$ cat config.mk
export PLATFORM = sky130hd
export DESIGN_NAME = video_timing_gen
export DESIGN_NICKNAME = d
export VERILOG_FILES = /design/src/rtl/video_timing_gen_pkg.sv /design/src/rtl/video_timing_gen_delayline.sv /design/src/rtl/video_timing_gen.sv
export SDC_FILE = /design/constraint.sdc
export NUM_CORES = 1
export LEC_CHECK = 0
export CAP_MARGIN = 0
export CORE_ASPECT_RATIO = 1.4
export CORE_UTILIZATION = 50
export DETAILED_ROUTE_END_ITERATION = 8
export GPL_ROUTABILITY_DRIVEN = 1
export HOLD_SLACK_MARGIN = 0.06
export PLACE_DENSITY = 0.81
export SETUP_SLACK_MARGIN = 0.4
export SLEW_MARGIN = 40
export SYNTH_ARGS = -nofsm -noshare
export SYNTH_HDL_FRONTEND = slang
export SYNTH_SLANG_ARGS = --single-unit
$ cat constraint.sdc
create_clock -name clock -period 8.1 [get_ports clock]
set_clock_uncertainty 0.05 [all_clocks]
set_input_delay 2.43 -clock clock [delete_from_list [all_inputs] [get_ports clock]]
set_output_delay 2.43 -clock clock [all_outputs]
set_load 0.02 [all_outputs]
$ cat src/rtl/video_timing_gen_pkg.sv
// Shared types and constants for the video timing generator: the timing record,
// the built-in 640x480@60 default and the legal output-latency range.
package video_timing_pkg;

    localparam int VT_CW       = 12;
    localparam int LATENCY_MIN = 1;
    localparam int LATENCY_MAX = 4;

    // Polarity bits give the asserted level of each sync (1 = active high).
    typedef struct packed {
        logic [VT_CW-1:0] h_sync;
        logic [VT_CW-1:0] h_bp;
        logic [VT_CW-1:0] h_active;
        logic [VT_CW-1:0] h_fp;
        logic [VT_CW-1:0] v_sync;
        logic [VT_CW-1:0] v_bp;
        logic [VT_CW-1:0] v_active;
        logic [VT_CW-1:0] v_fp;
        logic             h_pol;
        logic             v_pol;
    } video_timing_t;

    localparam video_timing_t DEFAULT_TIMING = '{
        h_sync:   12'd96,
        h_bp:     12'd48,
        h_active: 12'd640,
        h_fp:     12'd16,
        v_sync:   12'd2,
        v_bp:     12'd33,
        v_active: 12'd480,
        v_fp:     12'd10,
        h_pol:    1'b0,
        v_pol:    1'b0
    };

endpackage

$ cat src/rtl/video_timing_gen_delayline.sv
// Fixed-length register chain used to align all generator outputs.
// Every stage resets to RST_VAL so outputs show idle levels during reset.
module delayline #(
    parameter int                CYCLES  = 2,
    parameter int                WIDTH   = 8,
    parameter logic [WIDTH-1:0]  RST_VAL = '0
) (
    input  logic             clock,
    input  logic             reset_n,
    input  logic [WIDTH-1:0] d,
    output logic [WIDTH-1:0] q
);

    logic [WIDTH-1:0] stage_reg [CYCLES];

    always_ff @(posedge clock or negedge reset_n) begin
        if (!reset_n) begin
            for (int i = 0; i < CYCLES; i++) begin
                stage_reg[i] <= RST_VAL;
            end
        end else begin
            stage_reg[0] <= d;
            for (int i = 1; i < CYCLES; i++) begin
                stage_reg[i] <= stage_reg[i-1];
            end
        end
    end

    assign q = stage_reg[CYCLES-1];

endmodule

$ cat src/rtl/video_timing_gen.sv
// Raster timing generator with frame-boundary timing handshake, field phase and
// optional overlay box hit test (enabled by VIDEO_TIMING_GEN_BOXES_EN).
module video_timing_gen
    import video_timing_pkg::*;
#(
    parameter int            CW        = 12,
    parameter int            NBOX      = 4,
    parameter int            FRAME_DIV = 6,
    parameter int            LATENCY   = 2,
    parameter video_timing_t INIT_TIM  = DEFAULT_TIMING
) (
    input  logic                 clock,
    input  logic                 reset_n,
    input  video_timing_t        tim_in,
    input  logic                 tim_valid,
    output logic                 tim_ack,
    input  logic [NBOX*4*CW-1:0] box_in,
    output logic                 hsync,
    output logic                 vsync,
    output logic                 de,
    output logic [CW-1:0]        pos_x,
    output logic [CW-1:0]        pos_y,
    output logic                 sof,
    output logic                 starttrigger,
    output logic                 field_phase,
    output logic [NBOX-1:0]      box_hit
);

    localparam int            FW     = (FRAME_DIV > 1) ? $clog2(FRAME_DIV) : 1;
    localparam int            DW     = 7 + 2*CW + NBOX;
    localparam logic [CW-1:0] ONE    = CW'(1);
    localparam logic [FW-1:0] F_ONE  = FW'(1);
    localparam logic [FW-1:0] F_LAST = FW'(FRAME_DIV - 1);
    localparam logic [DW-1:0] DL_RST = {~INIT_TIM.h_pol, ~INIT_TIM.v_pol, {(DW-2){1'b0}}};

    if (LATENCY < LATENCY_MIN || LATENCY > LATENCY_MAX) begin : g_bad_latency
        $error("video_timing_gen: LATENCY must be within 1..4");
    end

    video_timing_t  tim_reg;
    logic [CW-1:0]  cx_reg;
    logic [CW-1:0]  cy_reg;
    logic           ack_reg;
    logic [FW-1:0]  fcnt_reg;
    logic           phase_reg;

    // Timing fields widened/narrowed to the counter width.
    logic [CW-1:0] h_sync, h_bp, h_act, h_fp;
    logic [CW-1:0] v_sync, v_bp, v_act, v_fp;
    logic [CW-1:0] h_last, v_last;
    logic [CW-1:0] h_vis_start, h_vis_end, v_vis_start, v_vis_end;

    assign h_sync = CW'(tim_reg.h_sync);
    assign h_bp   = CW'(tim_reg.h_bp);
    assign h_act  = CW'(tim_reg.h_active);
    assign h_fp   = CW'(tim_reg.h_fp);
    assign v_sync = CW'(tim_reg.v_sync);
    assign v_bp   = CW'(tim_reg.v_bp);
    assign v_act  = CW'(tim_reg.v_active);
    assign v_fp   = CW'(tim_reg.v_fp);

    assign h_last      = h_sync + h_bp + h_act + h_fp - ONE;
    assign v_last      = v_sync + v_bp + v_act + v_fp - ONE;
    assign h_vis_start = h_sync + h_bp;
    assign h_vis_end   = h_vis_start + h_act;
    assign v_vis_start = v_sync + v_bp;
    assign v_vis_end   = v_vis_start + v_act;

    logic line_end;
    logic frame_end;

    assign line_end  = (cx_reg == h_last);
    assign frame_end = line_end && (cy_reg == v_last);

    // New timing is only ever swapped in while the counters wrap to (0,0),
    // so a frame never mixes two timings.
    always_ff @(posedge clock or negedge reset_n) begin
        if (!reset_n) begin
            cx_reg  <= '0;
            cy_reg  <= '0;
            tim_reg <= INIT_TIM;
            ack_reg <= 1'b0;
        end else begin
            ack_reg <= 1'b0;
            if (line_end) begin
                cx_reg <= '0;
                if (frame_end) begin
                    cy_reg <= '0;
                    if (tim_valid) begin
                        tim_reg <= tim_in;
                        ack_reg <= 1'b1;
                    end
                end else begin
                    cy_reg <= cy_reg + ONE;
                end
            end else begin
                cx_reg <= cx_reg + ONE;
            end
        end
    end

    logic          hsync_raw, vsync_raw;
    logic          h_vis, v_vis;
    logic          de_raw, sof_raw;
    logic [CW-1:0] px_raw, py_raw;

    assign hsync_raw = (cx_reg < h_sync) ? tim_reg.h_pol : ~tim_reg.h_pol;
    assign vsync_raw = (cy_reg < v_sync) ? tim_reg.v_pol : ~tim_reg.v_pol;
    assign h_vis     = (cx_reg >= h_vis_start) && (cx_reg < h_vis_end);
    assign v_vis     = (cy_reg >= v_vis_start) && (cy_reg < v_vis_end);
    assign de_raw    = (h_act != '0) && (v_act != '0) && h_vis && v_vis;
    assign sof_raw   = de_raw && (cx_reg == h_vis_start) && (cy_reg == v_vis_start);
    assign px_raw    = de_raw ? (cx_reg - h_vis_start) : '0;
    assign py_raw    = de_raw ? (cy_reg - v_vis_start) : '0;

    logic frame_wrap;
    logic phase_now;
    logic trig_raw;

    // The phase flip is visible on the very sof that causes it.
    assign frame_wrap = sof_raw && (fcnt_reg == F_LAST);
    assign phase_now  = frame_wrap ? ~phase_reg : phase_reg;
    assign trig_raw   = frame_wrap && !phase_reg;

    always_ff @(posedge clock or negedge reset_n) begin
        if (!reset_n) begin
            fcnt_reg  <= '0;
            phase_reg <= 1'b0;
        end else if (sof_raw) begin
            if (frame_wrap) begin
                fcnt_reg  <= '0;
                phase_reg <= ~phase_reg;
            end else begin
                fcnt_reg  <= fcnt_reg + F_ONE;
            end
        end
    end

    logic [NBOX-1:0] box_raw;

`ifdef VIDEO_TIMING_GEN_BOXES_EN
    logic [NBOX*4*CW-1:0] box_reg;

    always_ff @(posedge clock or negedge reset_n) begin
        if (!reset_n) begin
            box_reg <= '0;
        end else if (frame_end) begin
            box_reg <= box_in;
        end
    end

    // Each box is packed {x0,x1,y0,y1} and is half-open in visible coordinates.
    genvar gi;
    for (gi = 0; gi < NBOX; gi++) begin : g_box
        logic [CW-1:0] x0, x1, y0, y1;
        assign {x0, x1, y0, y1} = box_reg[gi*4*CW +: 4*CW];
        assign box_raw[gi] = de_raw && (px_raw >= x0) && (px_raw < x1)
                                    && (py_raw >= y0) && (py_raw < y1);
    end
`else
    logic unused_box;
    assign unused_box = ^box_in;
    assign box_raw    = '0;
`endif

    logic [DW-1:0] dl_d;
    logic [DW-1:0] dl_q;

    assign dl_d = {hsync_raw, vsync_raw, de_raw, sof_raw, trig_raw, phase_now,
                   ack_reg, px_raw, py_raw, box_raw};

    delayline #(
        .CYCLES  (LATENCY),
        .WIDTH   (DW),
        .RST_VAL (DL_RST)
    ) u_align (
        .clock   (clock),
        .reset_n (reset_n),
        .d       (dl_d),
        .q       (dl_q)
    );

    assign {hsync, vsync, de, sof, starttrigger, field_phase,
            tim_ack, pos_x, pos_y, box_hit} = dl_q;

endmodule

# After elaboration in Yosys (flattened, before gate mapping)
# Cells that the tools add are included.
# totals
regBits	189
output_inout_bits	35
elab_cells	69
# op_classes
add_sub_neg	13
magnitude_cmp	6
n_eq_ne	5
mux	11
n_bitwise	3
reduce_logical	14
# ops
operator	n
$add A12 B12 Y12	6
$eq A12 B12 Y1	4
$lt A12 B12 Y1	4
$mux W12	4
$add A12 B1 Y12 const B	2
$ge A12 B12 Y1	2
$reduce_bool A12 Y1	2
$sub A12 B1 Y12 const B	2
$sub A12 B12 Y12	2
$logic_and A1 B1 Y1	10
$mux W1	6
$add A3 B1 Y3 const B	1
$eq A3 B3 Y1 const B	1
$mux W3	1
$not A1 Y1	3
$reduce_and A3 Y1	1
$logic_not A1 Y1	1

# Depth between registers and ports, before layout
# Gate-level depths: netlist of run 1.
# logic_depth
ltp_word	10
ltp_mapped	30
depth_no_buf	28

# Modules after synthesis
# A second synthesis of run 1 with hierarchy kept.
# hier_totals
hier_cells	1302
area_unflattened_um2	13188.9
# by_module_without_submodules
module	instances	cells_per_inst	area_per_inst_um2	seq_area_each_um2
video_timing_gen	1	1197	11169.5	3198.1
delayline	1	105	2019.4	1756.7

# Worst setup path before layout of run 1
# Ideal clock, no wire load.
# synth_path
path_type	reg2reg
start	register tim_reg (netlist bit v_bp[0])
end	register tim_reg (netlist bit h_bp[10])
setup_ns	0.125
t_arrival_ns	6.023
required_ns	7.925
setup_slack_ns	1.901
path_stages_with_launch	29
n_path_buf	2
path_cell_list	dfstp_2 > ha_1 > inv_1 > fa_1 > nor2b_1 > o21ai_0 > a21boi_0 > o21ai_0 > a21boi_0 > o21a_1 > o21ai_0 > nor4bb_1 > or3_1 > ha_1 > mux2_2 > a311oi_1 > ha_1 > inv_1 > ha_1 > xor2_1 > or4_1 > o2111ai_1 > a211o_1 > and3b_1 > mux2_4 > nand3_4 > buf_6 > buf_6 > mux2_4
# synth_between
elab_chain_len	7
# synth_lines
element	line	text
from (decl)	video_timing_gen.sv:40	video_timing_t tim_reg;
from (signal assigned)	video_timing_gen.sv:90	tim_reg <= tim_in;
$add A12 B12 Y12 (3 in a row)	video_timing_gen.sv:63	assign v_last = v_sync + v_bp + v_act + v_fp - ONE;
$sub A12 B1 Y12	video_timing_gen.sv:63	
$eq A12 B12 Y1	video_timing_gen.sv:73	assign frame_end = line_end && (cy_reg == v_last);
$logic_and A1 B1 Y1	video_timing_gen.sv:73	
$reduce_and A3 Y1 (no line)	--	
# Every way passes these cells.
# A chain may end at the register's enable or synchronous reset.

# Final worst setup path of run 1
# layout_path
start	register tim_reg (netlist bit v_bp[0])
end	register tim_reg (netlist bit v_act[2])
# The elaborated chain is that of the path after synthesis.

==> flow_summary_export.csv, run 1 <==
group,metric,value,unit
run_status,run_status,"finished, final reports clean",
power,p_int,1.41,mW
route,ant_nets,0,
cells_and_area,seqCellArea,0.00475,mm2
critical_path,slowest_stage,"dfstp_2",
clock_tree,clkSinkCount,189,
critical_path,r2r_end,"v_act[2]$_DFFE_PN0P_",
cells_and_area,multi_input_area,0.00729,mm2
timing,fin_hold_ws,0.301,ns
floorplanning,start_util,50.8,%
critical_path,worstSetupPathType,"flop to flop",
global_routing,track_usage,23.3,%
power,switching_share,24.9,%
clock_tree,cts_hold_buffers,0,
critical_path,reg2reg_depth,27,
min_path,holdCritPathClass,"flop to flop",
floorplanning,die_area,0.0264,mm2
power,power.share.clock,46.0,%
timing,setup_tns,0,ns
route,drt_pass1_iterations,5,
timing,post-route-period-util,89.3,%
floorplanning,coreArea,0.0253,mm2
timing,max_slew_margin,52.6,%
global_routing,grt_max_degree,115,
critical_path,cp-start-kind,"flop",
timing,setup_violations,0,
power,pwr-share-comb,3.8,%
placed_design,gp_congestion,0.892,
power,ir_worst_vdd,137,uV
cells_and_area,final.fill_count,2064,
timing,rsz0062_at_grt,"false",
clock_tree,clkTransAtPathRegs,0.08,ns
synth,synth_area_leaders,"dfrtp_1, ha_1, mux2_2, inv_1, dfstp_2",
cells_and_area,final_nets,1810,
global_routing,antenna_found_initial,2,
placed_design,hpwl,22200,um
cells_and_area,diodes,0,
floorplanning,num_rows,69,
clock_tree,cts_max_path_buffers,2,
timing,setup_ws,0.869,ns
global_routing,grt_pass1_wl,47300,um
synth,synthTopCellsByCount,"dfrtp_1, ha_1, inv_1",
critical_path,crit_arrival,7.51,ns
cells_and_area,final_layout_size_suffix_gt1_share,13.4,%
synth,yosysMostFrequentCell,"dfrtp_1",
timing,fin_crit,7.23,ns
timing,max_freq,138,MHz
route,drt_iter0_markers,464,
synth,yosys_warnings,0,
critical_path,crit_end,"v_act[2]$_DFFE_PN0P_",
critical_path,r2r_slack,0.87,ns
timing,worstMarginPinSlew,0.697,ns
placed_design,port_buffers,131,
critical_path,startpoint,"v_bp[0]$_DFFE_PN1P_",
clock_tree,cts_tree,"yes",
route,finalWirelength,29300,um
critical_path,critPathMaxFanout,15,
global_routing,grt_pass1_vias,9766,
synth,synth_cell_types,71,
critical_path,cp_common_cell,"ha_1",
floorplanning,die_height,192,um
route,wl_per_cell,17.4,um
synth,ys.flop_type,"dfrtp_1",
clock_tree,cts_setup_buffers,0,
synth,netlist_area,0.0129,mm2
timing,drv_slew,0,
power,power_density,126,mW/mm2
placed_design,pre_cts_ws,0.796,ns
synth,synthArstFlopShare,100,%
synth,ys_seq_area_share,37.0,%
synth,syn_area_per_cell,10.4,um2
timing,hold_viol,0,
route,via_per_inst,5.61,
clock_tree,ctsRootBufferMaster,"clkbuf_16",
critical_path,critPathCaptureType,"flop",
synth,synth_top_area_cell,"dfrtp_1",
global_routing,grt.overflow.total,0,
floorplanning,num_io_pins,328,
floorplanning,dieWidth,138,um
clock_tree,ctsHtreeMaxLevel,4,
synth,netlist_instances,1240,
synth,netlist.area_leader.share,32.9,%
cells_and_area,syn_to_final_growth,16.6,%
critical_path,worstReg2RegStart,"v_bp[0]$_DFFE_PN1P_",
route,drc,0,
power,seq_power_share,50.1,%
clock_tree,cts_buffers,17,
clock_tree,cts-resized-gates,0,
flow_run,maxCapViolations,0,
route,vias,9459,
synth,ys_ff_latch,189,
min_path,worstHoldStart,"u_align.stage_reg[61]$_DFF_PN0_",
critical_path,critPathMaxStageDelay,0.53,ns
critical_path,cp.required,8.38,ns
power,power.switching,0.469,mW
power,leakagePower,7.16,nW
clock_tree,insertion_delay,0.45,ns
synth,synth_edf_count,0,
[area by class of cell]
class                   instances  share of cell area, %
well taps                     319                   2.66
clock buffers                  17                   2.84
inverters                     142                   3.56
repair buffers                135                   9.24
multi-input cells             869                   48.6
flip-flops and latches        189                   31.7
clock inverters                15                   1.33
[routing by layer]
| layer | track usage [%] | share of wire [%] | up-vias |
|---|---|---|---|
| met4 | 11.7 | 4.1 | 4 |
| met2 | 40.5 | 50 | 258 |
| met3 | 3.80 | 4.7 | 73 |
| met5 | 0 | 0.092 | - |
| met1 | 27.3 | 41 | 4580 |
| li1 | - | - | 4544 |
[worst min-delay path by stage]
stage | end | slack (ns) | cells after the start
global placement | u_align.q[6]$_DFF_PN0_ | 0.28 | 0
CTS | u_align.q[26]$_DFF_PN0_ | 0.30 | 0
finish | u_align.q[26]$_DFF_PN0_ | 0.30 | 0
floorplan | u_align.q[10]$_DFF_PN0_ | 0.28 | 0
detailed placement | u_align.q[10]$_DFF_PN0_ | 0.28 | 0
global route | u_align.q[10]$_DFF_PN0_ | 0.31 | 0
[power groups by stage]
stage               registers, mW  clock network (mW)  logic (mW)
detailed placement          0.962                   0      0.0734
global placement            0.962                   0      0.0720
floorplan                   0.962                   0     0.00379
CTS                         0.943               0.887      0.0737
global route                0.943               0.926      0.0791
finish                      0.943               0.866      0.0718
[critical path, delay by kind of cell, from the launching register on]
| family | cells | cell delay, ns |
|---|---|---|
| AND/OR/NAND/NOR | 6 | 1.31 |
| flip-flops | 1 | 0.53 |
| XOR/XNOR | 1 | 0.33 |
| multiplexers | 3 | 1.03 |
| buffers and inverters | 3 | 0.43 |
| adder cells (fa/ha/maj) | 5 | 1.52 |
| AO/OA/AOI/OAI | 9 | 1.87 |
[cell usage in the layout (no fill, tap or decap), types with 6 or more instances in the layout]
master	instances
or3_1	9
nand4_1	13
and2_1	6
nor2_1	71
clkdlybuf4s50_1	130
nand2_1	30
a21boi_0	9
nand2b_1	22
clkbuf_16	18
clkinv_8	7
dfrtp_1	169
o21ai_0	49
mux2i_1	8
or4_1	7
xor2_1	46
dfstp_2	20
nor3_1	22
a21o_1	33
nand3_1	30
inv_1	142
fa_1	8
nor4_1	9
a21oi_1	48
o211ai_1	7
or2_2	7
mux2_4	22
xnor2_1	51
a211oi_1	9
o21a_1	16
and3_1	13
a31oi_1	6
ha_1	155
nor2b_1	12
mux2_2	84
[logic make-up (layout without fill, tap and decap cells)]
kind of cell    count (synthesis)  in the layout  share of synthesized area [%]
fa+ha+maj                     163            163                           16.3
buf+inv                       186            309                           6.49
mux                           115            115                           10.6
simple gates                  263            264                           10.7
compound gates                222            222                           11.6
xor+xnor                      101            101                           7.21
flops                         189            189                           37.0
other cells                     1              4                         0.0292
[per-stage QoR]
step                power (mW)  std cells  util (%)  cell area [um2]
finish                    1.88       1686      59.2            15000
CTS                       1.90       1685      59.2            15000
global route              1.95       1686      59.2            15000
detailed placement        1.03       1653      56.7            14400
global placement          1.03       1653      56.7            14300
floorplan                0.966       1243         -            12900
(Power assumes the default switching activity.)
==> run 2, diff against run 1 <==
Settings changed: SKIP_CTS_REPAIR_TIMING set to 1.
==> results of run 2 <==
Same layout as run 1: the final DEF is identical, and so are final timing and power.
==> run 3, diff against run 2 <==
Settings changed: CTS_CLUSTER_SIZE set to 24.
==> results of run 3 <==
Same layout as run 1: the final DEF is identical, and so are final timing and power.
